===== src/rtl/jtframe_joy_serial_if.sv =====
// jtframe_joy_serial_if
// ---------------------------------------------------------------------------
// Pin-level and output bus bundle of the 74165 joystick chain reader.
// The reader side uses the master modport. The consumer side (the core
// or a bench) uses the slave modport.
//
// Signals
//   en          consumer -> reader   scan enable, honoured only between frames
//   joy_data_i  chain    -> reader   serial data from QH of the last 74165
//   joy_clk_o   reader   -> chain    shift clock
//   joy_load_o  reader   -> chain    parallel load, active low
//   joy_o       reader   -> consumer debounced levels, active low (1=released),
//                                    player p at [p*BUTTONS +: BUTTONS]
//   raw_o       reader   -> consumer last complete unfiltered frame
//   frame_o     reader   -> consumer 1-clk strobe when raw_o is updated
// ---------------------------------------------------------------------------
`timescale 1ns/1ps

interface jtframe_joy_serial_if #(
    parameter int PLAYERS = 2,
    parameter int BUTTONS = 6
);
    localparam int N = PLAYERS * BUTTONS;

    logic         en;
    logic         joy_data_i;
    logic         joy_clk_o;
    logic         joy_load_o;
    logic [N-1:0] joy_o;
    logic [N-1:0] raw_o;
    logic         frame_o;

    modport master (
        input  en,
        input  joy_data_i,
        output joy_clk_o,
        output joy_load_o,
        output joy_o,
        output raw_o,
        output frame_o
    );

    modport slave (
        output en,
        output joy_data_i,
        input  joy_clk_o,
        input  joy_load_o,
        input  joy_o,
        input  raw_o,
        input  frame_o
    );
endinterface


===== src/rtl/jtframe_joy_serial.sv =====
// jtframe_joy_serial
// ---------------------------------------------------------------------------
// Reader for 74165-style joystick shift-register chains on the NeptUNO/MC2+
// joy port. Each frame loads the chain in parallel and then clocks out
// PLAYERS*BUTTONS bits. The first bit out ends up at bit N-1 of the frame.
// A frame-compare debouncer passes a frame to joy_o only after DEBOUNCE
// identical consecutive frames.
//
// Parameters
//   PLAYERS   number of chained pads, 1..4
//   BUTTONS   bits per pad, 4..12, MSB first within a pad
//   DIV       clk cycles per tick (half a joy_clk_o period), >= 2
//   DEBOUNCE  identical consecutive frames needed to update joy_o, 1..15
//
// Ports
//   clk    system clock
//   rst_n  asynchronous active-low reset
//   bus    jtframe_joy_serial_if.master (chain pins, enable, outputs)
//
// Timing: each pin change and each data sample happens on a tick. A tick is
// one clk out of every DIV clks. With en held high, a frame takes exactly
// (2 + 2N) ticks, because the single-clk DONE state fits between two ticks.
// ---------------------------------------------------------------------------
`timescale 1ns/1ps

module jtframe_joy_serial #(
    parameter int PLAYERS  = 2,
    parameter int BUTTONS  = 6,
    parameter int DIV      = 8,
    parameter int DEBOUNCE = 2
) (
    input  logic                  clk,
    input  logic                  rst_n,
    jtframe_joy_serial_if.master  bus
);

    localparam int N  = PLAYERS * BUTTONS;
    localparam int CW = $clog2(N);
    localparam int DW = (DIV > 1) ? $clog2(DIV) : 1;

    localparam logic [CW-1:0] LAST_BIT = CW'(N - 1);
    localparam logic [DW-1:0] DIV_TOP  = DW'(DIV - 1);
    localparam logic [3:0]    DEB_TOP  = 4'(DEBOUNCE);

    typedef enum logic [2:0] {
        ST_IDLE,    // pins idle, waiting for a tick with en=1
        ST_LOAD,    // joy_load_o low for one tick
        ST_SAMPLE,  // capture QH, then raise joy_clk_o
        ST_SHIFT,   // lower joy_clk_o, then next bit or finish
        ST_DONE     // one clk: publish frame and run the debouncer
    } state_t;

    // -----------------------------------------------------------------------
    // State
    // -----------------------------------------------------------------------
    state_t          r_state;
    logic [DW-1:0]   r_div;
    logic [CW-1:0]   r_bit;
    logic [N-1:0]    r_shift;
    logic [N-1:0]    r_raw;
    logic [N-1:0]    r_cand;
    logic [N-1:0]    r_joy;
    logic [3:0]      r_stable;
    logic            r_clk;
    logic            r_load;
    logic            r_frame;

    logic            w_tick;
    logic            w_match;
    logic [3:0]      w_stable_next;

    // -----------------------------------------------------------------------
    // Tick divider: free running. It is never restarted by the FSM, so an
    // enable arriving in IDLE waits at most one tick.
    // -----------------------------------------------------------------------
    assign w_tick = (r_div == DIV_TOP);

    always_ff @(posedge clk or negedge rst_n) begin
        if (!rst_n) begin
            r_div <= '0;
        end else if (w_tick) begin
            // NOTE: state is always updated with <= so every flop samples pre-edge values.
            r_div <= '0;
        end else begin
            r_div <= r_div + DW'(1);
        end
    end

    // -----------------------------------------------------------------------
    // Debouncer next-count. A differing frame becomes the new candidate with
    // a count of 1. A matching frame counts up and saturates at DEBOUNCE.
    // -----------------------------------------------------------------------
    assign w_match = (r_shift == r_cand);

    always_comb begin
        // NOTE: assigning a default first keeps every path covered, so no latch is inferred.
        w_stable_next = 4'd1;
        if (w_match) begin
            w_stable_next = (r_stable >= DEB_TOP) ? DEB_TOP : (r_stable + 4'd1);
        end
    end

    // -----------------------------------------------------------------------
    // Frame sequencer with registered pin and strobe outputs
    // -----------------------------------------------------------------------
    always_ff @(posedge clk or negedge rst_n) begin
        if (!rst_n) begin
            // NOTE: every register has a defined reset value here. There is no memory array, so nothing is left unreset.
            r_state  <= ST_IDLE;
            r_bit    <= '0;
            r_shift  <= '1;
            r_raw    <= '1;
            r_cand   <= '1;
            r_joy    <= '1;
            r_stable <= 4'd0;
            r_clk    <= 1'b0;
            r_load   <= 1'b1;
            r_frame  <= 1'b0;
        end else begin
            r_frame <= 1'b0;
            unique case (r_state)
                ST_IDLE: begin
                    if (w_tick && bus.en) begin
                        r_load  <= 1'b0;
                        r_state <= ST_LOAD;
                    end
                end

                ST_LOAD: begin
                    if (w_tick) begin
                        r_load  <= 1'b1;
                        r_bit   <= '0;
                        r_state <= ST_SAMPLE;
                    end
                end

                ST_SAMPLE: begin
                    // QH already shows the current bit. The rising joy_clk_o
                    // moves the chain to the next bit.
                    if (w_tick) begin
                        r_shift <= {r_shift[N-2:0], bus.joy_data_i};
                        r_clk   <= 1'b1;
                        r_state <= ST_SHIFT;
                    end
                end

                ST_SHIFT: begin
                    if (w_tick) begin
                        r_clk <= 1'b0;
                        if (r_bit == LAST_BIT) begin
                            r_state <= ST_DONE;
                        end else begin
                            r_bit   <= r_bit + CW'(1);
                            r_state <= ST_SAMPLE;
                        end
                    end
                end

                ST_DONE: begin
                    r_raw    <= r_shift;
                    r_frame  <= 1'b1;
                    // After this update the candidate always equals the new
                    // frame, so joy_o takes r_shift directly.
                    r_cand   <= r_shift;
                    r_stable <= w_stable_next;
                    if (w_stable_next == DEB_TOP) begin
                        r_joy <= r_shift;
                    end
                    r_state  <= ST_IDLE;
                end

                default: begin
                    r_state <= ST_IDLE;
                end
            endcase
        end
    end

    // -----------------------------------------------------------------------
    // Outputs
    // -----------------------------------------------------------------------
    assign bus.joy_clk_o  = r_clk;
    assign bus.joy_load_o = r_load;
    assign bus.joy_o      = r_joy;
    assign bus.raw_o      = r_raw;
    assign bus.frame_o    = r_frame;

endmodule


===== src/flat_wrapper.sv =====
// flat-port wrapper written by rule: the top's interface ports become plain ports
module jtframe_joy_serial_flat 
#(
    parameter int PLAYERS  = 2,
    parameter int BUTTONS  = 6,
    parameter int DIV      = 8,
    parameter int DEBOUNCE = 2
)
  (clk, rst_n, bus_en, bus_joy_data_i, bus_joy_clk_o, bus_joy_load_o, bus_joy_o, bus_raw_o, bus_frame_o);
  jtframe_joy_serial_if #(.PLAYERS(PLAYERS), .BUTTONS(BUTTONS)) bus_i ();
  input  logic clk;
  input  logic rst_n;
  input wire logic [$bits(bus_i.en)-1:0] bus_en;
  input wire logic [$bits(bus_i.joy_data_i)-1:0] bus_joy_data_i;
  output wire logic [$bits(bus_i.joy_clk_o)-1:0] bus_joy_clk_o;
  output wire logic [$bits(bus_i.joy_load_o)-1:0] bus_joy_load_o;
  output wire logic [$bits(bus_i.joy_o)-1:0] bus_joy_o;
  output wire logic [$bits(bus_i.raw_o)-1:0] bus_raw_o;
  output wire logic [$bits(bus_i.frame_o)-1:0] bus_frame_o;
  assign bus_i.en = bus_en;
  assign bus_i.joy_data_i = bus_joy_data_i;
  assign bus_joy_clk_o = bus_i.joy_clk_o;
  assign bus_joy_load_o = bus_i.joy_load_o;
  assign bus_joy_o = bus_i.joy_o;
  assign bus_raw_o = bus_i.raw_o;
  assign bus_frame_o = bus_i.frame_o;
  jtframe_joy_serial #(.PLAYERS(PLAYERS), .BUTTONS(BUTTONS), .DIV(DIV), .DEBOUNCE(DEBOUNCE)) u_core (.clk(clk), .rst_n(rst_n), .bus(bus_i));
endmodule

===== config.mk =====
export PLATFORM = sky130hd
export DESIGN_NAME = jtframe_joy_serial_flat
export DESIGN_NICKNAME = d
export VERILOG_FILES = /design/src/rtl/jtframe_joy_serial_if.sv /design/src/rtl/jtframe_joy_serial.sv /design/src/flat_wrapper.sv
export SDC_FILE = /design/constraint.sdc
export NUM_CORES = 1
export LEC_CHECK = 0
export CORE_MARGIN = 2
export CORE_UTILIZATION = 40
export CTS_CLUSTER_SIZE = 25
export DETAILED_ROUTE_END_ITERATION = 6
export GPL_ROUTABILITY_DRIVEN = 0
export GPL_TIMING_DRIVEN = 0
export PLACE_DENSITY = 0.64
export SLEW_MARGIN = 40
export SYNTH_ARGS = -nofsm -noshare
export SYNTH_HDL_FRONTEND = slang
export SYNTH_SLANG_ARGS = --single-unit

===== constraint.sdc =====
create_clock -name clk -period 2 [get_ports clk]
set_input_delay 0.4 -clock clk [delete_from_list [all_inputs] [get_ports clk]]
set_output_delay 0.4 -clock clk [all_outputs]
set_load 0.005 [all_outputs]

=== Yosys cells after proc, flatten, opt, wreduce, memory -nomap -nowiden ===
Cells that the tools add are included.

* Bits in registers: 53
* Latch bits: 0
* RAM bits: 0
* Bits in read-only memories: 0
* Word-level logic and storage cells: 57
* Memories kept: 0

* Add/sub/neg operators: 3
* $mul: 0
* Div/mod/pow operators: 0
* Magnitude comparators: 1
* Eq/ne operators: 13
* Shift-type cells: 0
* Multiplexer cells: 19
* Bitwise operators: 0
* Reduce and logical (&&, ||, !) cells: 11

{| class="wikitable"
|+ Operators with widths
! cell !! count
|-
| $mux 4 || 5
|-
| $mux 3 || 6
|-
| $eq 12x12->1 || 1
|-
| $pmux 3 s4 || 1
|-
| $add 4x1->4 const B || 2
|-
| $ne 2x1->1 const B || 4
|-
| $pmux 4 s2 || 1
|-
| $reduce_and 4->1 || 2
|-
| $eq 3x2->1 const B || 2
|-
| $eq 3x3->1 const B || 2
|-
| $reduce_and 3->1 || 2
|-
| $reduce_bool 2->1 || 3
|-
| $eq 4x2->1 const B || 1
|-
| $eq 4x4->1 const B || 1
|-
| $ge 4x2->1 const B || 1
|-
| $mux 1 || 4
|-
| $pmux 1 s2 || 2
|-
| $reduce_and 2->1 || 2
|-
| $add 3x1->3 const B || 1
|-
| $eq 3x1->1 const B || 1
|-
| $logic_not 3->1 || 1
|-
| $ne 2x2->1 const B || 1
|-
| $logic_and 1x1->1 || 1
|}

=== Longest topological paths before layout ===
Gate-level depths: netlist (run 1).

* Word-level depth: 5
* Depth in mapped cells: 7
* Depth with buffers taken out: 6

=== Worst setup path after synthesis (run 1) ===
Ideal clock, no wire load.

* Path type: register to register
* From: reg u_core.r_stable[0]
* To: reg u_core.r_joy[10] (netlist: u_core.bus.joy_o[10])
* Setup time: 0.082 ns
* Arrival: 2.097 ns
* Data required time: 1.918 ns
* Slack: -0.179 ns
* Cell stages (with the launch flop): 8
* Cell sequence: dfrtp_1 inv_1 ha_1 or3b_1 a21bo_1 nor4_4 buf_6 mux2_4

* Longest elaborated chain between the ends: 5
* Elaborated cells on any way between the ends: 6
* Those cells by class: add/sub (1); order compare (1); eq/ne (1); mux (2); reduce/logical (1)

{| class="wikitable"
|+ Ends and longest elaborated chain
! what !! line !! RTL
|-
| start: declaration || jtframe_joy_serial.sv:63 || <nowiki>logic [3:0] r_stable;</nowiki>
|-
| start signal: assignment || jtframe_joy_serial.sv:165 || <nowiki>r_stable <= w_stable_next;</nowiki>
|-
| $add 4x1->4 / $ge 4x2->1 (equally long branches) || jtframe_joy_serial.sv:99 || <nowiki>w_stable_next = (r_stable >= DEB_TOP) ? DEB_TOP : (r_stable + 4'd1);</nowiki>
|-
| $mux 4 (*) || jtframe_joy_serial.sv:99 ||
|-
| $mux 4 (*) || jtframe_joy_serial.sv:98 || <nowiki>if (w_match) begin</nowiki>
|-
| $eq 4x2->1 (*) || jtframe_joy_serial.sv:166 || <nowiki>if (w_stable_next == DEB_TOP) begin</nowiki>
|-
| $reduce_and 2->1 (no line) (*) || -- ||
|-
| end signal: assignment || jtframe_joy_serial.sv:167 || <nowiki>r_joy <= r_shift;</nowiki>
|-
| end: declaration || jtframe_joy_serial.sv:62 || <nowiki>logic [N-1:0] r_joy;</nowiki>
|}

Mark *: on every way between the ends. The rest lies on a longest branch, timed or not.
A chain may end at the register's enable or synchronous reset.

=== Final worst setup path (run 1) ===
* From: reg u_core.r_stable[1]
* To: reg u_core.r_joy[0] (netlist: u_core.bus.joy_o[0])

The elaborated chain is that of the path after synthesis.

==> results.cfg, run 1 <==
[run_status]
status = finished with violations
violations = negative setup slack

[layout]
multi_input_area_sq_um = 974.7
diodes = 0
synthToLayoutAreaGrowth_pct = 25.46
finish.utilization = 0.5110
num-fill-cells = 547
instances_no_fill = 287
seq_area_sq_um = 1373
drive_gt1_frac = 0.4623
layout.nets = 220

[power_and_ir_drop]
powerDensity_nw_per_um2 = 629.6
p_leak_nw = 1.205
ir_drop_v = 0.0003643
power_mw = 1.871

[clock_tree]
insertion_delay_ns = 0.31
clk_pin_slew_ns = 0.10
clock_sinks = 53
cts_max_level = 2
cts_buffers = 5
cts_root_buf = clkbuf_8
cts_tree = done
cts_buffer_depth = 2

[synthesis]
ys_seq_area_frac = 0.5795
yosys_warnings = 0
yosysUniqueCellTypes = 36
syn_nets = 178
postSynthAreaPerCell_sq_um = 14.01
synth_edf_count = 0
synth_area_sq_um = 2369
ys_ff_latch = 53
synth_cells = 169
synthArstFlopShare = 1.000
ys.flop_type = dfstp_2

[global_route]
grt_pass1_vias = 1396
grt_use_total = 0.1435
grt_overflow_total = 0
grt_pass1_wl_um = 7058
antenna_found_initial = 0
grt_max_degree = 29

[routing]
num_vias = 1397
dr_wl_met2_um = 1980
via_per_inst = 4.868
dr_wl_met3_um = 105
ant_nets = 0
topRoutingLayerUsed = met4
drt-initial-drc-count = 33
firstDrtPassIters = 4
wl_met1_um = 2062
wirelength_um = 4185
wire_per_inst_um = 14.58
drc_errors = 0

[floorplanning]
pin_count = 31
die_area_sq_um = 6553
placementRows = 28
die_x_um = 80.95
die_y_um = 80.95
start_util = 0.4073
core-area_sq_um = 5816

[min_path]
hold_path_class = flip-flop to flip-flop

[job]
maxCapViolCount = 0

[placed_design]
dp_hpwl_um = 2795
placed_cells = 275
io_buffers = 30

[sta]
timing.final.ws_setup_ns = -0.09539
clock_skew_ns = 0.01254
final-hold-violation-count = 0
grt_setup_unrepaired = yes
setup_tns_ns = -0.9678
fmax_mhz = 477.2
relSlewSlack = 0.6804
worst_pin_slew_ns = 0.4794
finalSetupViolCount = 12
slew_viol_final = 0
final.min_clock_period_ns = 2.095
finalCritPeriodShare = 1.048

[critical_path]
cp.required_ns = 2.24
cp.arrival_ns = 2.33
crit_path_start_kind = flip-flop
crit_fanout = 4
endpoint_kind = flip-flop
critical_path_class = flip-flop to flip-flop
[worst paths after layout]
check                                        start                  end  slack, ns  cells past startpoint
worst max register to register  u_core.r_stable[1]  u_core.bus.joy_o[0]       -0.1                      7
worst min register to register     u_core.r_div[0]      u_core.r_div[0]       0.46                      1
worst min-delay path               u_core.r_div[0]      u_core.r_div[0]       0.46                      1
max in group asynchronous                    rst_n    u_core.r_shift[7]       0.94                      3
min in group asynchronous                    rst_n      u_core.r_bit[0]       0.52                      2
worst max-delay path            u_core.r_stable[1]  u_core.bus.joy_o[0]       -0.1                      7
[routing by layer]
metal | vias up | track usage
met5 | - | 0
met4 | 0 | 0.05085
met3 | 4 | 0.03444
met2 | 18 | 0.2083
met1 | 702 | 0.2092
li1 | 673 | -
[per-stage QoR]
step                worst slack [ns]  instance area (sq um)  hold WS (ns)
finish                      -0.09539                   2972        0.4635
floorplan                  -0.001060                   2369        0.1044
detailed placement           -0.1898                   2780        0.3305
global placement              -1.093                   2763        0.4208
CTS                          -0.1600                   2917        0.4676
global route                 -0.1773                   2972        0.4831
[timing repair]
action / CTS / global route
resized for setup: 2 / 9
cloned: 0 / 1
setup endpoints to repair: 21 / 22
buffers inserted: 1 / 2
endpoints found under the hold margin: 6 / 0
hold buffers: 1 / 0
[cells by family (layout without fill, tap and decap cells)]
group,count (synthesis),count (layout),share of synthesized area
muxes,36,36,0.1870
buffers and inverters,10,53,0.02113
adders and majority gates,5,5,0.02641
and+or+nand+nor,38,38,0.09826
xor gates and xnor gates,12,12,0.04437
DFF,53,53,0.5795
AOI/OAI and AO/OA,15,15,0.04332
[report_power, final]
| group | total, mW | internal, mW | switching [mW] |
|---|---|---|---|
| Clock | 0.745 | 0.375 | 0.370 |
| Sequential | 1.09 | 1.08 | 0.00425 |
| Combinational | 0.0412 | 0.0151 | 0.0261 |
| Total | 1.87 | 1.47 | 0.400 |
[final cells by class]
cell class,count,area share
multi-input combinational,106,0.3280
inverter,3,0.003789
clock buffer,5,0.02316
tap,75,0.03158
clock inverter,3,0.01558
buffer,6,0.01305
timing repair buffer,36,0.1229
sequential,53,0.4619
[flip-flops by register name, summed over array words and instances (netlist names)]
| signal | cells |
|---|---|
| u_core.bus.joy_o | 12 |
| u_core.bus.joy_clk_o | 1 |
| u_core.bus.joy_load_o | 1 |
| u_core.r_state | 3 |
| u_core.bus.frame_o | 1 |
| u_core.r_stable | 4 |
| u_core.r_div | 3 |
| u_core.bus.raw_o | 12 |
| u_core.r_shift | 12 |
| u_core.r_bit | 4 |
[cells in the final DEF (no fill, tap or decap), drive strengths merged, types with 2 or more instances in the layout]
master,count
nor2,3
a21oi,2
nand2,11
dfrtp,16
mux2,36
nor4,2
nor3,3
a22o,2
o21ai,5
xnor2,12
clkbuf,5
nand4,3
nor2b,4
ha,5
dfstp,37
nand2b,3
buf,12
inv,3
nor3b,2
nand3,2
nand4b,2
clkdlybuf4s50,29
[synth_stat cells, types with 2 or more instances]
master,number,area share
xnor2_1,12,0.044
buf_2,4,0.0085
inv_1,3,0.0048
a21oi_1,2,0.0042
nand4b_1,2,0.0074
ha_1,5,0.026
nand4_1,3,0.0079
nand2_1,11,0.017
mux2_1,2,0.0095
o21ai_0,5,0.011
nand3_1,2,0.0042
mux2_4,10,0.063
dfrtp_1,16,0.17
nand2b_1,3,0.0079
a22o_1,2,0.0074
nor2b_1,4,0.011
nor2_1,3,0.0048
dfstp_2,37,0.41
nor3_1,3,0.0063
mux2_2,24,0.11
[worst max-delay path, cell delays in order, from the launching register on]
cell and delay (ns):
dfrtp_1 0.45, ha_4 0.26, or3b_1 0.36, a21bo_1 0.21, nor4_4 0.15, buf_4 0.17
buf_4 0.12, mux2_4 0.30
Power figures use the tool's default switching activity.
==> run 2: changes to the inputs <==
- ABC_AREA: not set -> 0
==> results of run 2 <==
The final DEF is identical to that of run 1; final timing and power are the same.
==> run 3: changes to the inputs <==
- CORE_ASPECT_RATIO: not set -> 0.75
==> results.cfg, run 3 (synthesis results as in run 1) <==
[run_status]
status = finished with violations
violations = negative setup slack

[critical_path]
crit_path_start_kind = flip-flop
reg2reg_to = u_core.bus.joy_o[10]
reg2reg_slack_ns = -0.06
r2r.worst_path.cells = 6
critical_path_class = flip-flop to flip-flop
cp.arrival_ns = 2.28
r2r-start = u_core.r_stable[1]
cp.required_ns = 2.23
crit_fanout = 5
endpoint_kind = flip-flop

[routing]
drt-initial-drc-count = 43
wirelength_um = 4029
wire_per_inst_um = 14.04
firstDrtPassIters = 4
num_vias = 1371
via_per_inst = 4.777
drc_errors = 0
ant_nets = 0

[floorplanning]
die_area_sq_um = 6559
placementRows = 24
die_x_um = 92.86
core-area_sq_um = 5766
pin_count = 31
start_util = 0.4108
die_y_um = 70.64

[sta]
fmax_mhz = 486.3
final.min_clock_period_ns = 2.056
clock_skew_ns = 0.008608
setup_tns_ns = -0.5935
whs_ns = 0.1424
slew_viol_final = 0
final-hold-violation-count = 0
worst_pin_slew_ns = 0.5772
finalCritPeriodShare = 1.028
relSlewSlack = 0.6116
grt_setup_unrepaired = yes
timing.final.ws_setup_ns = -0.05632
finalSetupViolCount = 12

[clock_tree]
insertion_delay_ns = 0.30
cts_root_buf = clkbuf_8
cts_buffers = 5
cts_buffer_depth = 2
cts_tree = done
clock_sinks = 53
clk_pin_slew_ns = 0.10
cts_max_level = 2
ctsHoldBuffers = 0

[layout]
synthToLayoutAreaGrowth_pct = 23.19
final_cell_mix = dfstp_2 (37), clkdlybuf4s50_1 (29), mux2_2 (22)
diodes = 0
num-fill-cells = 506
layout.nets = 217
drive_gt1_frac = 0.4545
instances_no_fill = 287
final_common_cell = dfstp_2

[global_route]
grt_max_degree = 42
grt_pass1_wl_um = 6734
antenna_found_initial = 0
grt_pass1_vias = 1335
grt_use_total = 0.1312
grt_overflow_total = 0

[power_and_ir_drop]
power_mw = 1.749
p_leak_nw = 1.183
powerDensity_nw_per_um2 = 599.6
ir_drop_v = 0.0002608

[min_path]
hold_path_class = primary input to async pin

[job]
maxCapViolCount = 0

[placed_design]
placed_cells = 278
io_buffers = 30
place_ws_ns = -0.1739
dp_hpwl_um = 2766
[run 3: how the worst max path moves through the flow]
stage                                   from                    to  slack (ns)  cells after the start
after floorplan           u_core.r_stable[1]  u_core.bus.joy_o[10]      -0.001                      6
after global placement                 rst_n    u_core.bus.frame_o       -1.05                      1
after detailed placement  u_core.r_stable[0]   u_core.bus.joy_o[7]       -0.17                      7
after CTS                 u_core.r_stable[1]   u_core.bus.joy_o[0]        -0.1                      6
after global routing      u_core.r_stable[0]  u_core.bus.joy_o[10]       -0.20                      7
final                     u_core.r_stable[1]  u_core.bus.joy_o[10]       -0.06                      6
[run 3: metal layers]
layer	GRT usage	wire length (um)
met1	0.1953	2128
met2	0.1908	1749
met3	0.03514	134
met4	0.03431	17
met5	0	0
[run 3: power by group]
part | total, mW | switching (mW) | internal, mW
logic | 0.0394 | 0.0254 | 0.0139
clock network | 0.625 | 0.344 | 0.281
registers | 1.09 | 0.00444 | 1.08
[run 3: area by class of cell]
class | count | area, sq um | share of cell area
multi-input cells | 106 | 968.4 | 0.3319
well taps | 78 | 97.59 | 0.03345
plain buffers | 6 | 35.03 | 0.01201
flip-flops and latches | 53 | 1373 | 0.4704
clock inverters | 2 | 13.76 | 0.004717
clock buffers | 6 | 82.58 | 0.02830
inverters | 3 | 11.26 | 0.003859
repair buffers | 33 | 336.6 | 0.1154
[run 3: worst max-delay path: stages, from the launching register on]
cell and delay, ns:
dfrtp_1 0.45, ha_4 0.26, or3b_1 0.34, a21bo_1 0.21, nor4_4 0.24, buf_6 0.19
mux2_4 0.30
[run 3: metrics by stage]
| step | utilization | instance area (sq um) |
|---|---|---|
| 2_1_floorplan | - | 2369 |
| 3_3_place_gp | 0.4798 | 2766 |
| 3_5_place_dp | 0.4829 | 2784 |
| 4_1_cts | 0.5043 | 2908 |
| 5_1_grt | 0.5061 | 2918 |
| 6_report | 0.5061 | 2918 |
[run 3: repair_timing]
action | 4_1_cts | 5_1_grt
buffers inserted | 1 | 0
gates resized for setup | 4 | 3
cloned | 1 | 0
endpoints found under the setup margin | 21 | 21
